===== src/rtl/logistic_map_gen_pkg.sv =====
// ============================================================================
// Module : logistic_pkg
// Shared FSM encoding, fixed-point r bounds and index-width helper for the
// logistic-map frequency generator.
// Rev    : 1.0
// ============================================================================
`timescale 1ns/1ps
`default_nettype none

package logistic_pkg;

    typedef enum logic [1:0] {
        ST_IDLE = 2'd0,
        ST_MUL1 = 2'd1,
        ST_MUL2 = 2'd2,
        ST_OUT  = 2'd3
    } state_t;

    // r = 3.0 and r = 4.0 in Q2.frac
    function automatic longint r_three(input int frac);
        return longint'(3) << frac;
    endfunction

    function automatic longint r_four(input int frac);
        return longint'(4) << frac;
    endfunction

    function automatic int idx_w(input int n);
        return (n > 1) ? $clog2(n) : 1;
    endfunction

endpackage

`default_nettype wire


===== src/rtl/logistic_map_gen_mul.sv =====
// ============================================================================
// Module : mul_seq_u
// Unsigned shift-add multiplier; walks the B operand one bit per cycle for
// exactly B_W cycles (the start cycle included), done pulses the cycle after.
// Rev    : 1.0
// ============================================================================
`timescale 1ns/1ps
`default_nettype none

module mul_seq_u #(
    parameter int A_W = 18,
    parameter int B_W = 16
) (
    input  logic                 clk,
    input  logic                 rst_n,
    input  logic                 i_start,
    input  logic [A_W-1:0]       i_a,
    input  logic [B_W-1:0]       i_b,
    output logic                 o_busy,
    output logic                 o_done,
    output logic [A_W+B_W-1:0]   o_prod
);

    localparam int P_W   = A_W + B_W;
    localparam int CNT_W = $clog2(B_W) + 1;

    logic [P_W-1:0]   r_acc;
    logic [P_W-1:0]   r_a_sh;
    logic [B_W-1:0]   r_b_sh;
    logic [CNT_W-1:0] r_cnt;
    logic             r_busy;
    logic             r_done;

    always_ff @(posedge clk or negedge rst_n) begin
        if (!rst_n) begin
            r_acc  <= '0;
            r_a_sh <= '0;
            r_b_sh <= '0;
            r_cnt  <= '0;
            r_busy <= 1'b0;
            r_done <= 1'b0;
        end else begin
            r_done <= 1'b0;
            if (i_start) begin
                // bit 0 is consumed in the start cycle itself
                r_acc  <= i_b[0] ? P_W'(i_a) : '0;
                r_a_sh <= P_W'(i_a) << 1;
                r_b_sh <= i_b >> 1;
                r_cnt  <= CNT_W'(1);
                r_busy <= 1'b1;
            end else if (r_busy) begin
                if (r_b_sh[0]) begin
                    r_acc <= r_acc + r_a_sh;
                end
                r_a_sh <= r_a_sh << 1;
                r_b_sh <= r_b_sh >> 1;
                r_cnt  <= r_cnt + CNT_W'(1);
                if (r_cnt == CNT_W'(B_W - 1)) begin
                    r_busy <= 1'b0;
                    r_done <= 1'b1;
                end
            end
        end
    end

    assign o_busy = r_busy;
    assign o_done = r_done;
    assign o_prod = r_acc;

endmodule

`default_nettype wire


===== src/rtl/logistic_map_gen.sv =====
// ============================================================================
// Module : logistic_map_gen
// Frame-paced logistic-map iterator x <- r*x*(1-x) with r sweep; optional
// r_hold input when LOGISTIC_R_HOLD_EN is defined.
// Rev    : 1.0
// ============================================================================
`timescale 1ns/1ps
`default_nettype none

module logistic_map_gen
    import logistic_pkg::*;
#(
    parameter int N_OSC    = 8,
    parameter int ITER_LEN = 15361,
    parameter int R_INC    = 2,
    parameter int FRAC     = 16,
    parameter int X0       = 12288
) (
    input  logic                      clk,
    input  logic                      rst_n,
    output logic [FRAC-1:0]           x_out,
    output logic [idx_w(N_OSC)-1:0]   idx,
    output logic                      valid,
    input  logic                      ready,
    output logic                      frame_start,
`ifdef LOGISTIC_R_HOLD_EN
    input  logic                      r_hold,
`endif
    output logic [FRAC+1:0]           r_out
);

    localparam int W_IDX = idx_w(N_OSC);
    localparam int CNT_W = (ITER_LEN > 1) ? $clog2(ITER_LEN) : 1;
    localparam logic [FRAC+1:0] c_R_THREE = (FRAC+2)'(r_three(FRAC));
    localparam logic [FRAC+2:0] c_R_FOUR  = (FRAC+3)'(r_four(FRAC));
    localparam logic [FRAC-1:0] c_X0      = FRAC'(X0);

    generate
        if (ITER_LEN < N_OSC * (2 * FRAC + 2)) begin : g_bad_iter_len
            $error("ITER_LEN shorter than N_OSC*(2*FRAC+2)");
        end
        if (X0 == 0) begin : g_bad_x0
            $error("X0 must be nonzero");
        end
    endgenerate

    state_t             r_state;
    logic [CNT_W-1:0]   r_cnt;
    logic               r_pend;
    logic [FRAC-1:0]    r_x;
    logic [FRAC+1:0]    r_r;
    logic [FRAC-1:0]    r_x_out;
    logic [W_IDX-1:0]   r_idx;
    logic               r_valid;
    logic               r_fs;
    logic               r_go;

    logic               w_tick;
    logic [FRAC:0]      w_one_m_x;
    logic               w_second;
    logic               w_mul_start;
    logic [FRAC+1:0]    w_mul_a;
    logic [FRAC-1:0]    w_mul_b;
    logic [2*FRAC+1:0]  w_prod;
    logic [FRAC-1:0]    w_prod_q;
    logic               w_mul_done;
    logic               w_mul_busy;
    logic [FRAC+2:0]    w_unused;
    logic [FRAC-1:0]    w_x_next;
    logic [FRAC+2:0]    w_r_sum;
    logic [FRAC+1:0]    w_r_next;
    logic               w_r_adv;

    assign w_tick    = (r_cnt == CNT_W'(ITER_LEN - 1));
    assign w_one_m_x = {1'b1, {FRAC{1'b0}}} - {1'b0, r_x};

    // The r*p pass starts in the very cycle the x*(1-x) pass reports done,
    // feeding p straight from the product bus.
    assign w_second    = (r_state == ST_MUL1) && w_mul_done;
    assign w_mul_start = r_go || w_second;
    assign w_mul_a     = w_second ? r_r : {1'b0, w_one_m_x};
    assign w_mul_b     = w_second ? w_prod_q : r_x;
    assign w_prod_q    = w_prod[2*FRAC-1:FRAC];
    assign w_unused    = {w_prod[2*FRAC+1:2*FRAC], w_prod[FRAC-1:0], w_mul_busy};

    assign w_x_next = (w_prod_q == '0) ? c_X0 : w_prod_q;
    assign w_r_sum  = {1'b0, r_r} + (FRAC+3)'(R_INC);
    assign w_r_next = (w_r_sum >= c_R_FOUR) ? c_R_THREE : w_r_sum[FRAC+1:0];

`ifdef LOGISTIC_R_HOLD_EN
    assign w_r_adv = !r_hold;
`else
    assign w_r_adv = 1'b1;
`endif

    mul_seq_u #(
        .A_W (FRAC + 2),
        .B_W (FRAC)
    ) u_mul (
        .clk     (clk),
        .rst_n   (rst_n),
        .i_start (w_mul_start),
        .i_a     (w_mul_a),
        .i_b     (w_mul_b),
        .o_busy  (w_mul_busy),
        .o_done  (w_mul_done),
        .o_prod  (w_prod)
    );

    always_ff @(posedge clk or negedge rst_n) begin
        if (!rst_n) begin
            r_state <= ST_IDLE;
            r_cnt   <= '0;
            r_pend  <= 1'b0;
            r_x     <= c_X0;
            r_r     <= c_R_THREE;
            r_x_out <= '0;
            r_idx   <= '0;
            r_valid <= 1'b0;
            r_fs    <= 1'b0;
            r_go    <= 1'b0;
        end else begin
            r_cnt <= w_tick ? '0 : r_cnt + CNT_W'(1);
            r_fs  <= 1'b0;
            r_go  <= 1'b0;
            if (r_state != ST_IDLE && w_tick) begin
                r_pend <= 1'b1;
            end
            case (r_state)
                ST_IDLE: begin
                    if (w_tick || r_pend) begin
                        r_state <= ST_MUL1;
                        r_idx   <= '0;
                        r_fs    <= 1'b1;
                        r_go    <= 1'b1;
                        r_pend  <= 1'b0;
                    end
                end
                ST_MUL1: begin
                    if (w_mul_done) begin
                        r_state <= ST_MUL2;
                    end
                end
                ST_MUL2: begin
                    if (w_mul_done) begin
                        r_x     <= w_x_next;
                        r_x_out <= w_x_next;
                        r_valid <= 1'b1;
                        r_state <= ST_OUT;
                    end
                end
                ST_OUT: begin
                    if (ready) begin
                        r_valid <= 1'b0;
                        if (r_idx == W_IDX'(N_OSC - 1)) begin
                            r_state <= ST_IDLE;
                            if (w_r_adv) begin
                                r_r <= w_r_next;
                            end
                        end else begin
                            r_idx   <= r_idx + W_IDX'(1);
                            r_go    <= 1'b1;
                            r_state <= ST_MUL1;
                        end
                    end
                end
                default: r_state <= ST_IDLE;
            endcase
        end
    end

    assign x_out       = r_x_out;
    assign idx         = r_idx;
    assign valid       = r_valid;
    assign frame_start = r_fs;
    assign r_out       = r_r;

endmodule

`default_nettype wire

===== config.mk =====
export PLATFORM = sky130hd
export DESIGN_NAME = logistic_map_gen
export DESIGN_NICKNAME = d
export VERILOG_FILES = /design/src/rtl/logistic_map_gen_pkg.sv /design/src/rtl/logistic_map_gen_mul.sv /design/src/rtl/logistic_map_gen.sv
export SDC_FILE = /design/constraint.sdc
export NUM_CORES = 1
export LEC_CHECK = 0
export BUFFER_PORTS_ARGS = -buffer_cell sky130_fd_sc_hd__buf_4
export CAP_MARGIN = 10
export CORE_UTILIZATION = 35
export CTS_CLUSTER_DIAMETER = 100
export CTS_CLUSTER_SIZE = 12
export DETAILED_ROUTE_END_ITERATION = 8
export PLACE_DENSITY_LB_ADDON = 0.3
export SLEW_MARGIN = 20
export SYNTH_ARGS = -nofsm -noshare
export SYNTH_HDL_FRONTEND = slang
export SYNTH_SLANG_ARGS = --single-unit

===== constraint.sdc =====
create_clock -name clk -period 5.6 [get_ports clk]
set_input_delay 1.12 -clock clk [delete_from_list [all_inputs] [get_ports clk]]
set_output_delay 1.12 -clock clk [all_outputs]
set_load 0.1 [all_outputs]

== After elaboration in Yosys (flattened, before gate mapping) ==
Cells that the tools add are included.

* RAM bits: 0
* Latch bits: 0
* Input port bits: 3
* Logic and storage cells: 93
* Bits in registers: 164
* Memories: 0
* Output and inout bits: 39
* ROM bits: 0

* Magnitude comparators: 1
* Shift-type cells: 0
* Muxes and demuxes: 42
* Div/mod/pow operators: 0
* $mul: 0
* Bitwise gates (word level): 0
* Equal/unequal tests: 11
* Add/subtract/negate cells: 6
* Reduce and logical (&&, ||, !) cells: 17

{| class="wikitable"
|+ Operators with widths
! operator !! number
|-
| $mux W34 || 5
|-
| $mux W16 || 4
|-
| $mux W18 || 3
|-
| $add A34 B34 Y34 || 1
|-
| $add A18 B2 Y19 const B || 1
|-
| $ge A19 B19 Y1 const B || 1
|-
| $sub A17 B16 Y17 const A || 1
|-
| $logic_not A16 Y1 || 1
|-
| $mux W1 || 16
|-
| $add A14 B1 Y14 const B || 1
|-
| $eq A14 B14 Y1 const B || 1
|-
| $mux W14 || 1
|-
| $mux W5 || 2
|-
| $reduce_bool A2 Y1 || 5
|-
| $mux W3 || 3
|-
| $mux W2 || 4
|-
| $pmux W2 S4 || 1
|-
| $reduce_and A4 Y1 || 2
|-
| $ne A2 B2 Y1 const B || 3
|-
| $pmux W3 S2 || 1
|-
| $reduce_and A3 Y1 || 2
|-
| $add A5 B1 Y5 const B || 1
|-
| $eq A5 B4 Y1 const B || 1
|-
| $eq A2 B2 Y1 const B || 2
|-
| other kinds (9) || 14
|}

== Logic depth before layout (Yosys ltp) ==
Gate-level depths: netlist (run 1).

* Word-level depth: 5
* Depth in mapped cells: 10
* Depth with buffers taken out: 10

== Cells and area by module ==
From an unflattened synthesis (run 1), not the netlist that was laid out.

* Cell total of the unflattened synthesis: 1031
* Area total of the unflattened synthesis: 9137.5 sq um

{| class="wikitable"
|+ By module, submodules not included
! module !! area each (sq um) !! cells an instance !! sequential area each (sq um) !! instances
|-
| mul_seq_u || 5610.4 || 619 || 2227.1 || 1
|-
| logistic_map_gen || 3527.1 || 412 || 1456.4 || 1
|}

== Worst setup path after synthesis (run 1) ==
OpenSTA, ideal clock, no wires.

* Path type: register -> register
* From: register r_idx[0] (netlist: idx[0])
* To: register r_r[11] (netlist: r_out[11])
* Arrival time: 2.869 ns
* Cell stages (with the launch flop): 11
* Setup time: 0.136 ns
* Required time: 5.464 ns
* Clock period less this slack: 3.005 ns
* Path buffers: 1
* Slack: 2.595 ns
* Cells stage by stage: dfrtp_1 ha_1 ha_1 nand3_1 nor2_1 and3_1 nand2_1 or3_1 clkbuf_1 nor3_2 nor2_1

* Cells in the longest elaborated chain, start to end: 2

{| class="wikitable"
|+ RTL lines
! element !! line !! source
|-
| start, declared || logistic_map_gen.sv:53 || <nowiki>logic [W_IDX-1:0] r_idx;</nowiki>
|-
| start signal, assigned || logistic_map_gen.sv:161 || <nowiki>r_idx <= r_idx + W_IDX'(1);</nowiki>
|-
| $eq A3 B3 Y1 || logistic_map_gen.sv:155 || <nowiki>if (r_idx == W_IDX'(N_OSC - 1)) begin</nowiki>
|-
| $reduce_and A3 Y1 (no line) || -- ||
|-
| end signal, assigned || logistic_map_gen.sv:116 || <nowiki>r_r <= c_R_THREE;</nowiki>
|-
| end signal, assigned || logistic_map_gen.sv:158 || <nowiki>r_r <= w_r_next;</nowiki>
|-
| end, declared || logistic_map_gen.sv:51 || <nowiki>logic [FRAC+1:0] r_r;</nowiki>
|}

No other way between the ends.
A chain may end at the register's enable or synchronous reset.

== Worst setup path after layout (run 1) ==
* From: register u_mul.r_a_sh[1]
* To: register u_mul.r_acc[27] (netlist: u_mul.o_prod[27])

* Cells in the longest elaborated chain, start to end: 4

{| class="wikitable"
|+ RTL lines
! element !! line !! source
|-
| start, declared || logistic_map_gen_mul.sv:28 || <nowiki>logic [P_W-1:0] r_a_sh;</nowiki>
|-
| start signal, assigned || logistic_map_gen_mul.sv:47 || <nowiki>r_a_sh <= P_W'(i_a) << 1;</nowiki>
|-
| start signal, assigned || logistic_map_gen_mul.sv:55 || <nowiki>r_a_sh <= r_a_sh << 1;</nowiki>
|-
| $add A34 B34 Y34 || logistic_map_gen_mul.sv:53 || <nowiki>r_acc <= r_acc + r_a_sh;</nowiki>
|-
| $mux W34 || logistic_map_gen_mul.sv:52 || <nowiki>if (r_b_sh[0]) begin</nowiki>
|-
| $mux W34 || logistic_map_gen_mul.sv:51 || <nowiki>end else if (r_busy) begin</nowiki>
|-
| $mux W34 || logistic_map_gen_mul.sv:44 || <nowiki>if (i_start) begin</nowiki>
|-
| end signal, assigned || logistic_map_gen_mul.sv:46 || <nowiki>r_acc <= i_b[0] ? P_W'(i_a) : '0;</nowiki>
|-
| end signal, assigned || logistic_map_gen_mul.sv:53 ||
|-
| end, declared || logistic_map_gen_mul.sv:27 || <nowiki>logic [P_W-1:0] r_acc;</nowiki>
|}

No other way between the ends. The select of a mux whose other input is x is not followed.

==> flow_summary.toml, run 1 <==
[place]
post-dp-hpwl_mm = 16.2
place_ws_ns = 2.57
portBuffers = 40
place.gp.congestion = 0.841

[worst_setup_path]
crit_path_end = "u_mul.o_prod[27]"
arrival_ns = 3.16
timing.critical_path.buf_inv = 0
slowest_delay_ns = 0.44
worstSetupStartpoint = "u_mul.r_a_sh[1]"
ff2ff_setup_slack_ns = 2.75
end_kind = "flop"
setup.worst_path.class = "reg -> reg"
timing.critical_path.fanout_max = 3
critical_path.reg2reg.startpoint = "u_mul.r_a_sh[1]"
cp.depth = 9
worst_path_dominant_cell_family = "compound AO/OA/AOI/OAI gates"
worstReg2RegEnd = "u_mul.o_prod[27]"
rr_worst_depth = 9
worstPathRequired_ns = 5.90
worstPathCellList = "ha_1, fa_1, a211oi_1, o21a_1, nand2b_1, a31oi_1, a311oi_1, xor2_1, o21ai_1"
critPathLaunchType = "flop"
critical-path-slowest-cell = "fa_1"

[clock_network]
clock_tree.root_cell = "clkbuf_16"
cts_repair_resize_count = 0
clockBufferDepth = 2
post-cts-setup-buffer-count = 0
cts-hold-fix-buffers = 0
cts_sinks = 142
cts_htree_levels = 4
numCtsBuffers = 17
cts.clk_slew.worst_paths_ns = 0.07
cts_tree = "done"
clock_insertion_delay_worst_skew_ns = 0.44

[global_routing]
globalRouteMet2Util = 0.294
first_global_vias = 6769
grt_start_max_net_pins = 112
grt-ovfl-total = 0
grt_antenna_before_repair = 0
grt_pass1_wl_mm = 37.7
grt_util_overall = 0.187
grt.met3_usage = 0.0320
gr-max-usage-layer = "met2"
groute.layer.met1.usage = 0.264

[final_layout]
area.growth.synth_to_final_pct = 12.0
antenna-diode-count = 0
num-fill-cells = 2377
final_layout_size_suffix_gt1_frac = 0.0986
layout.nets = 1037

[routing]
detail_route.wirelength_mm = 23.2
drc_errors = 0
dr_vias = 7190
route.antenna.remaining_nets = 0
drt_pass1_iterations = 6
avgViaCountPerCell = 5.41
detailedRoute.firstIterationViolations = 492
post_drt_wl_per_cell_um = 17.5

[yosys]
avgSynthCellArea_um2 = 8.76
synth_top_cell_by_area = "dfrtp_1"
synth-seq-area-share = 0.410
post_synth_most_frequent_cells = "dfrtp_1 (138), nand2_1 (123), nor2_1 (108)"
mappedNetlistNets = 1038
async_reset_ff_frac = 1.00
post_synth_inst_count = 992
proportion_of_netlist_area_held_by_the_largest_area_contributor = 0.397
netlist_area_um2 = 8690
number_of_register_bits_inferred_by_synthesis = 142
ys.warnings.count = 0
synth.lib_cells_used.distinct = 72
synth.area.top_cells = "dfrtp_1 (40%), ha_1 (6.0%), nand2_1 (5.3%)"
synth_enable_flop_cells = 0
synth_ff_type = "dfrtp_1"
yosysMostFrequentCell = "dfrtp_1"

[sta]
worst_slew_pin_slew_ns = 0.937
hold_viol_final = 0
fin_crit_ns = 2.85
slew_headroom = 0.371
final_critical_path_setup_slack_ns = 2.75
fin_skew_ns = 0.0178
rsz0062_at_grt = "no"
setup_violations = 0
drv_slew = 0
setup-tns-final_ns = 0
fin_crit_sh = 0.509
fmax_mhz = 350

[run_status]
outcome = "completed"

[power_and_ir_drop]
vdd.ir_drop.worst_mv = 0.229
power-per-cell-area_nw_per_um2 = 531
leakage_power_summed_over_all_cells_nw = 4.60

[floorplanning]
floorplan.io_pins = 42
initial_util = 0.357
floorplan.core_area_um2 = 24300
die_width_um = 160
std_cell_rows = 57
die_area_um2 = 25500
die_height_um = 160

[worst_hold_path]
worst_hold_path_stage_count = 2
hp-class = "reg -> reg"

[job]
timing.max_cap.violations = 0
==> area by class of cell <==
class	instances	area, um^2	area share
clock buffers	17	425	0.0437
clock inverters	15	161	0.0166
inverters	24	90.1	0.00926
multi-input cells	760	4740	0.487
flip-flops and latches	142	3560	0.366
well taps	324	405	0.0417
repair buffers	46	352	0.0361
==> kinds of logic (layout without fill, tap and decap cells) <==
group | Yosys count | after routing | share of synthesized area
adders and majority gates | 43 | 43 | 0.0628
and+or+nand+nor | 354 | 354 | 0.190
buffers and inverters | 90 | 102 | 0.0461
AOI/OAI and AO/OA | 268 | 268 | 0.191
xor gates and xnor gates | 62 | 62 | 0.0625
DFF | 142 | 142 | 0.410
other | 1 | 1 | 0.000432
muxes | 32 | 32 | 0.0370
==> metrics by stage <==
step / area (um^2) / utilization / hold slack, ns / std cells / power (mW)
after floorplan: 8690 / - / 0.448 / 992 / 3.44
after global placement: 9140 / 0.376 / 0.461 / 1296 / 3.99
after detailed placement: 9140 / 0.376 / 0.469 / 1296 / 4.02
after CTS: 9730 / 0.400 / 0.486 / 1328 / 5.18
after global routing: 9730 / 0.400 / 0.509 / 1328 / 5.54
final: 9730 / 0.400 / 0.480 / 1328 / 5.17
==> power breakdown <==
| group | switching [mW] | internal (mW) |
|---|---|---|
| Combinational | 1.45 | 0.980 |
| Sequential | 0.307 | 1.28 |
| Clock | 0.544 | 0.600 |
| Total | 2.31 | 2.86 |
==> state kept, by name (all words and copies together), names as in the netlist <==
register / flops
valid: 1
r_pend: 1
x_out: 2
u_mul.r_b_sh: 15
r_go: 1
idx: 3
r_cnt: 14
r_x: 16
u_mul.o_done: 1
frame_start: 1
u_mul.r_a_sh: 31
u_mul.o_busy: 1
u_mul.o_prod: 31
r_out: 17
u_mul.r_cnt: 5
r_state: 2
==> worst min-delay path: cells and delay by family (launching register included) <==
family | cells | cell delay [ns]
flops | 1 | 0.35
simple gates | 1 | 0.04
compound gates | 1 | 0.06
==> layout by cell type (no fill, tap or decap), types with 17 or more instances in the layout <==
master       n
a21o_1      22
a21oi_1     79
buf_4       45
clkbuf_16   17
dfrtp_1    137
ha_1        42
inv_1       24
mux2i_1     31
nand2_1    123
nand3_1     28
nor2_1     106
o21ai_0     58
o21ai_1     23
xnor2_1     35
xor2_1      27
==> how the worst min path moves through the flow <==
stage / from / endpoint / slack (ns)
after global placement: u_mul.r_b_sh[2] / u_mul.r_b_sh[2] / 0.46
after CTS: u_mul.r_b_sh[2] / u_mul.r_b_sh[2] / 0.49
after floorplan: r_cnt[9] / r_cnt[9] / 0.45
after global routing: r_cnt[9] / r_cnt[9] / 0.51
after detailed placement: u_mul.r_b_sh[2] / u_mul.r_b_sh[2] / 0.47
final: u_mul.r_b_sh[7] / u_mul.r_b_sh[7] / 0.48
==> metal layers <==
layer	vias to the layer above	part of all wire
met4	0	0.015
met2	163	0.46
li1	3491	-
met5	-	0
met3	23	0.038
met1	3513	0.49
No activity file was read; power rests on OpenSTA's default activity.
==> inputs of run 2 (changes only) <==
==> constraint.sdc (replaced) <==
create_clock -name clk -period 2.8 [get_ports clk]
set_input_delay 0.56 -clock clk [delete_from_list [all_inputs] [get_ports clk]]
set_output_delay 0.56 -clock clk [all_outputs]
set_load 0.1 [all_outputs]
==> run 2 against run 1 <==
Against the previous run: clock skew is 0.0074 ns lower; combinational power is 110% higher; clock-buffer cell count is 1 higher; sequential share of layout area is 1.1 points lower; critical path depth stayed put; non-clock buffer count is 31 higher; utilization is 1.3 points higher; cell count is 2.3% higher; maximum frequency is 6.2% higher.
==> flow_summary.toml, run 2 (synthesis results as in run 1) <==
[run_status]
outcome = "completed"

[sta]
fin_skew_ns = 0.0104
timing.hold.ws_ns = 0.0821
hold_viol_final = 0
fin_crit_sh = 0.960
worst_slew_pin_slew_ns = 0.850
setup_violations = 0
drv_slew = 0
slew_headroom = 0.433
fin_crit_ns = 2.69
fmax_mhz = 372

[power_and_ir_drop]
power-per-cell-area_nw_per_um2 = 1070
leakage_power_summed_over_all_cells_nw = 4.78
vdd.ir_drop.worst_mv = 0.442

[clock_network]
clock_tree.root_cell = "clkbuf_16"
cts.clk_slew.worst_paths_ns = 0.07
cts_htree_levels = 4
cts_sinks = 142
cts-hold-fix-buffers = 0
numCtsBuffers = 17
clockBufferDepth = 2
clock_insertion_delay_worst_skew_ns = 0.43
cts_tree = "done"

[global_routing]
first_global_vias = 6954
grt_start_max_net_pins = 57
grt_util_overall = 0.192
grt_pass1_wl_mm = 38.7
grt_antenna_before_repair = 0
grt-ovfl-total = 0

[final_layout]
mostFrequentLayoutCell = "dfrtp_1"
num-fill-cells = 2395
antenna-diode-count = 0
postLayoutCellArea_um2 = 10000
layout.nets = 1068
layout.cells.most_common_list = "dfrtp_1 (134), nand2_1 (123), nor2_1 (107)"
final_layout_size_suffix_gt1_frac = 0.131
area.growth.synth_to_final_pct = 15.5

[worst_setup_path]
critical-path-slowest-cell = "or3_1"
arrival_ns = 3.03
worstPathRequired_ns = 3.15
cp.depth = 9
setup.worst_path.class = "reg -> reg"
worstPathCellList = "ha_1, o21ai_0, o21ai_1, a21oi_1, or3_1, a21oi_1, o211ai_1, o41a_1, o22ai_1"
rr_worst_depth = 9
cpMostUsedCell = "a21oi_1"
timing.critical_path.buf_inv = 0
critPathLaunchType = "flop"
worst_path_dominant_cell_family = "compound AO/OA/AOI/OAI gates"
timing.critical_path.fanout_max = 5
end_kind = "flop"
slowest_delay_ns = 0.46

[place]
portBuffers = 40
place_area_um2 = 9390
place.gp.congestion = 0.903
post-dp-hpwl_mm = 17.1

[routing]
drt_pass1_iterations = 5
detailedRoute.firstIterationViolations = 591
dr_vias = 7287
route.antenna.remaining_nets = 0
avgViaCountPerCell = 5.36
drc_errors = 0
detail_route.wirelength_mm = 23.8
post_drt_wl_per_cell_um = 17.5

[floorplanning]
std_cell_rows = 57
die_height_um = 160
floorplan.core_area_um2 = 24300
floorplan.io_pins = 42
initial_util = 0.357
die_width_um = 160
die_area_um2 = 25500

[job]
timing.max_cap.violations = 0

[worst_hold_path]
hp-class = "in -> async"
## run 2: cell count changes in the layout (fill, tap and decap cells not counted), sizes merged
| cell | previous run | this run |
|---|---|---|
| buf | 45 | 77 |
| inv | 35 | 29 |
| bufinv | 0 | 3 |
| clkinv | 2 | 5 |
| clkinvlp | 2 | 1 |
## run 2: worst register-to-register path: stages (launching register included)
cell and delay [ns]:
dfrtp_1 0.39, ha_1 0.40, o21ai_0 0.14, o21ai_1 0.35
a21oi_1 0.15, or3_1 0.46, a21oi_1 0.31, o211ai_1 0.15
o41a_1 0.12, o22ai_1 0.12
## run 2: area by class of cell
class	count	area [um^2]	share of cell area
Clock inverter	14	183	0.0182
Multi-Input combinational cell	760	4760	0.474
Clock buffer	18	429	0.0428
Timing Repair Buffer	77	607	0.0605
Sequential cell	142	3560	0.355
Tap cell	324	405	0.0404
Inverter	24	90.1	0.00898
## run 2: path summary, 6_finish.rpt
path	start	end	slack, ns
max	u_mul.r_a_sh[3]	u_mul.o_prod[28]	0.11
min	rst_n	r_cnt[12]	0.08
max reg2reg	u_mul.r_a_sh[3]	u_mul.o_prod[28]	0.11
min reg2reg	u_mul.r_b_sh[1]	u_mul.r_b_sh[1]	0.48
max in group asynchronous	rst_n	r_x[12]	2.00
min in group clk	ready	valid	0.46
## run 2: layer usage
metal	share of wire	wire, um	vias to the layer above	GRT usage
met5	0	0	-	0
li1	-	-	3539	-
met1	0.48	11500	3538	0.276
met3	0.044	1040	31	0.0307
met2	0.46	10900	179	0.297
met4	0.015	360	0	0.0546
## run 2: per-stage QoR
step	setup TNS (ns)	utilization	setup WS, ns	power, mW	instances
6_report	0	0.413	0.113	10.7	1359
5_1_grt	-0.00274	0.413	-0.00274	11.4	1359
4_1_cts	0	0.411	0.0339	10.7	1358
3_5_place_dp	0	0.386	0.0705	8.21	1326
3_3_place_gp	0	0.386	0.165	8.18	1326
2_1_floorplan	0	-	0.0943	6.89	992
## run 2: timing repair
| item | 4_1_cts | 5_1_grt |
|---|---|---|
| gates resized for setup | 0 | 6 |
| setup endpoints to repair | 0 | 9 |
| setup buffers | 0 | 1 |
## run 2: report_power, final
part / switching (mW) / internal (mW)
Clock: 0.977 / 1.42
Sequential: 0.515 / 2.57
Combinational: 3.09 / 2.12
==> inputs of run 3 (changes only) <==
--- a/config.mk
+++ b/config.mk
@@ -15,4 +15,5 @@
 export SLEW_MARGIN = 20
 export SYNTH_ARGS = -nofsm -noshare
 export SYNTH_HDL_FRONTEND = slang
+export SYNTH_HIERARCHICAL = 1
 export SYNTH_SLANG_ARGS = --single-unit
==> constraint.sdc (replaced) <==
create_clock -name clk -period 2.3 [get_ports clk]
set_input_delay 0.46 -clock clk [delete_from_list [all_inputs] [get_ports clk]]
set_output_delay 0.46 -clock clk [all_outputs]
set_load 0.1 [all_outputs]
==> run 3 against run 2 <==
Against the previous run: the run now ends with negative setup slack left; highest routed layer unchanged; non-clock buffer count rose by 103; global-route usage increased by 0.59 points; first-iteration DRC count is 13% lower; clock-buffer cell count is 1 lower; utilization increased by 5.2 points; register-to-register slack worse by 0.44 ns; synthesized cell count up 0.20%; flip-flop and latch count unchanged.
==> flow_summary.toml, run 3 <==
[run_status]
outcome = "finished with violations"
violations = "negative setup slack"

[routing]
drt_pass1_iterations = 5
route.antenna.remaining_nets = 0
detailedRoute.firstIterationViolations = 516
detail_route.wirelength_mm = 24.9
drc_errors = 0
avgViaCountPerCell = 5.31
post_drt_wl_per_cell_um = 17.0
dr_vias = 7789

[power_and_ir_drop]
leakage_power_summed_over_all_cells_nw = 5.32
post-layout-total-power_mw = 5.49
power-per-cell-area_nw_per_um2 = 483
vdd.ir_drop.worst_mv = 0.416

[worst_setup_path]
timing.critical_path.buf_inv = 2
arrival_ns = 2.99
setup.worst_path.class = "reg -> reg"
critical-path-slowest-cell = "dfrtp_1"
worstPathCellList = "ha_2, fa_2, a211oi_4, nor3_4, o211ai_4, buf_6, a311oi_4, buf_4, nor3_4, xnor2_1, nand2_1, a21oi_1"
end_kind = "flop"
worstPathRequired_ns = 2.66
worst_path_dominant_cell_family = "compound AO/OA/AOI/OAI gates"
critPathLaunchType = "flop"
slowest_delay_ns = 0.39
cpMostUsedCell = "nor3_4"
timing.critical_path.fanout_max = 3

[sta]
slew_headroom = 0.504
hold_viol_final = 0
worst_slew_pin_slew_ns = 0.745
setup_violations = 13
rsz0062_at_grt = "yes"
fmax_mhz = 380
final_critical_path_setup_slack_ns = -0.330
fin_skew_ns = 0.00964
fin_crit_ns = 2.63
drv_slew = 0
timing.hold.ws_ns = 0.349
fin_crit_sh = 1.14

[job]
timing.max_cap.violations = 0

[global_routing]
grt_pass1_wl_mm = 40.3
first_global_vias = 7573
grt_util_overall = 0.198
grt_start_max_net_pins = 77
grt-ovfl-total = 0
grt_antenna_before_repair = 0

[floorplanning]
die_height_um = 161
die_width_um = 161
initial_util = 0.360
std_cell_rows = 57
floorplan.io_pins = 42
die_area_um2 = 25800
floorplan.core_area_um2 = 24500

[clock_network]
cts_htree_levels = 4
cts.clk_slew.worst_paths_ns = 0.07
numCtsBuffers = 17
cts_sinks = 142
clock_insertion_delay_worst_skew_ns = 0.43
clockBufferDepth = 2
cts_tree = "done"
clock_tree.root_cell = "clkbuf_16"

[final_layout]
mostFrequentLayoutCell = "nand2_1"
layout.cells.most_common_list = "nand2_1 (171), buf_4 (169), dfrtp_1 (134)"
area.growth.synth_to_final_pct = 29.1
finalNonFillerCells = 1467
num-fill-cells = 2337
final_layout_size_suffix_gt1_frac = 0.266
final_core_util = 0.464
layout.nets = 1177
antenna-diode-count = 0
postLayoutCellArea_um2 = 11400

[place]
post-dp-hpwl_mm = 17.8
portBuffers = 40
dpl.cell_count = 1421
place.gp.congestion = 0.932
place_area_um2 = 10200

[yosys]
netlist_area_um2 = 8800
post_synth_inst_count = 994
avgSynthCellArea_um2 = 8.86
mappedNetlistNets = 1041
ys.warnings.count = 6

[worst_hold_path]
hp-class = "in -> reg"
-- run 3: layer usage --
metal | vias to the layer above | GRT usage | share of wire
met5 | - | 0 | 0
met1 | 3802 | 0.271 | 0.47
met3 | 34 | 0.0261 | 0.038
li1 | 3780 | - | -
met2 | 173 | 0.322 | 0.47
met4 | 0 | 0.0667 | 0.020
-- run 3: layout make-up --
type                            instances  area (um^2)  area share
Multi-Input combinational cell        765         5280       0.464
Sequential cell                       142         3560       0.314
Timing Repair Buffer                  180         1430       0.126
Clock buffer                           17          425      0.0374
Tap cell                              324          405      0.0357
Clock inverter                         15          174      0.0153
Inverter                               24         90.1     0.00793
-- run 3: where the power goes --
part           switching, mW  total (mW)  internal [mW]
clock                   1.24        2.88           1.64
sequential           0.00289        2.50           2.50
combinational         0.0857       0.107         0.0217
total                   1.33        5.49           4.16
-- run 3: worst register-to-register path: stages (launching register included) --
cell and delay, ns:
dfrtp_1 0.39, ha_2 0.21, fa_2 0.38, a211oi_4 0.28, nor3_4 0.10, o211ai_4 0.25, buf_6 0.15, a311oi_4 0.10
buf_4 0.16, nor3_4 0.17, xnor2_1 0.14, nand2_1 0.07, a21oi_1 0.16
-- run 3: worst paths after layout --
| kind | from | end | slack (ns) | cells past startpoint |
|---|---|---|---|---|
| worst min-delay path | ready | r_go | 0.35 | 3 |
| worst max register to register | u_mul/o_prod[1] | u_mul/o_prod[25] | -0.33 | 12 |
| worst max-delay path | u_mul/o_prod[1] | u_mul/o_prod[25] | -0.33 | 12 |
| worst min register to register | r_cnt[12] | r_cnt[12] | 0.49 | 1 |
| min in group asynchronous | rst_n | r_cnt[7] | 0.48 | 2 |
| max in group asynchronous | rst_n | u_mul/r_b_sh[3] | 1.18 | 3 |
-- run 3: through the flow --
step | setup WS (ns) | TNS, ns
final | -0.330 | -2.52
after global routing | -0.438 | -3.92
after CTS | -0.327 | -2.59
after detailed placement | -0.388 | -3.11
after global placement | -0.315 | -2.51
after floorplan | 0.00788 | 0
-- run 3: timing repair --
action	in CTS	in global routing
cloned	0	0
buffers inserted	10	6
endpoints found under the setup margin	22	26
pin swaps	33	42
hold buffers	1	0
hold endpoints to repair	31	0
resized for setup	50	42
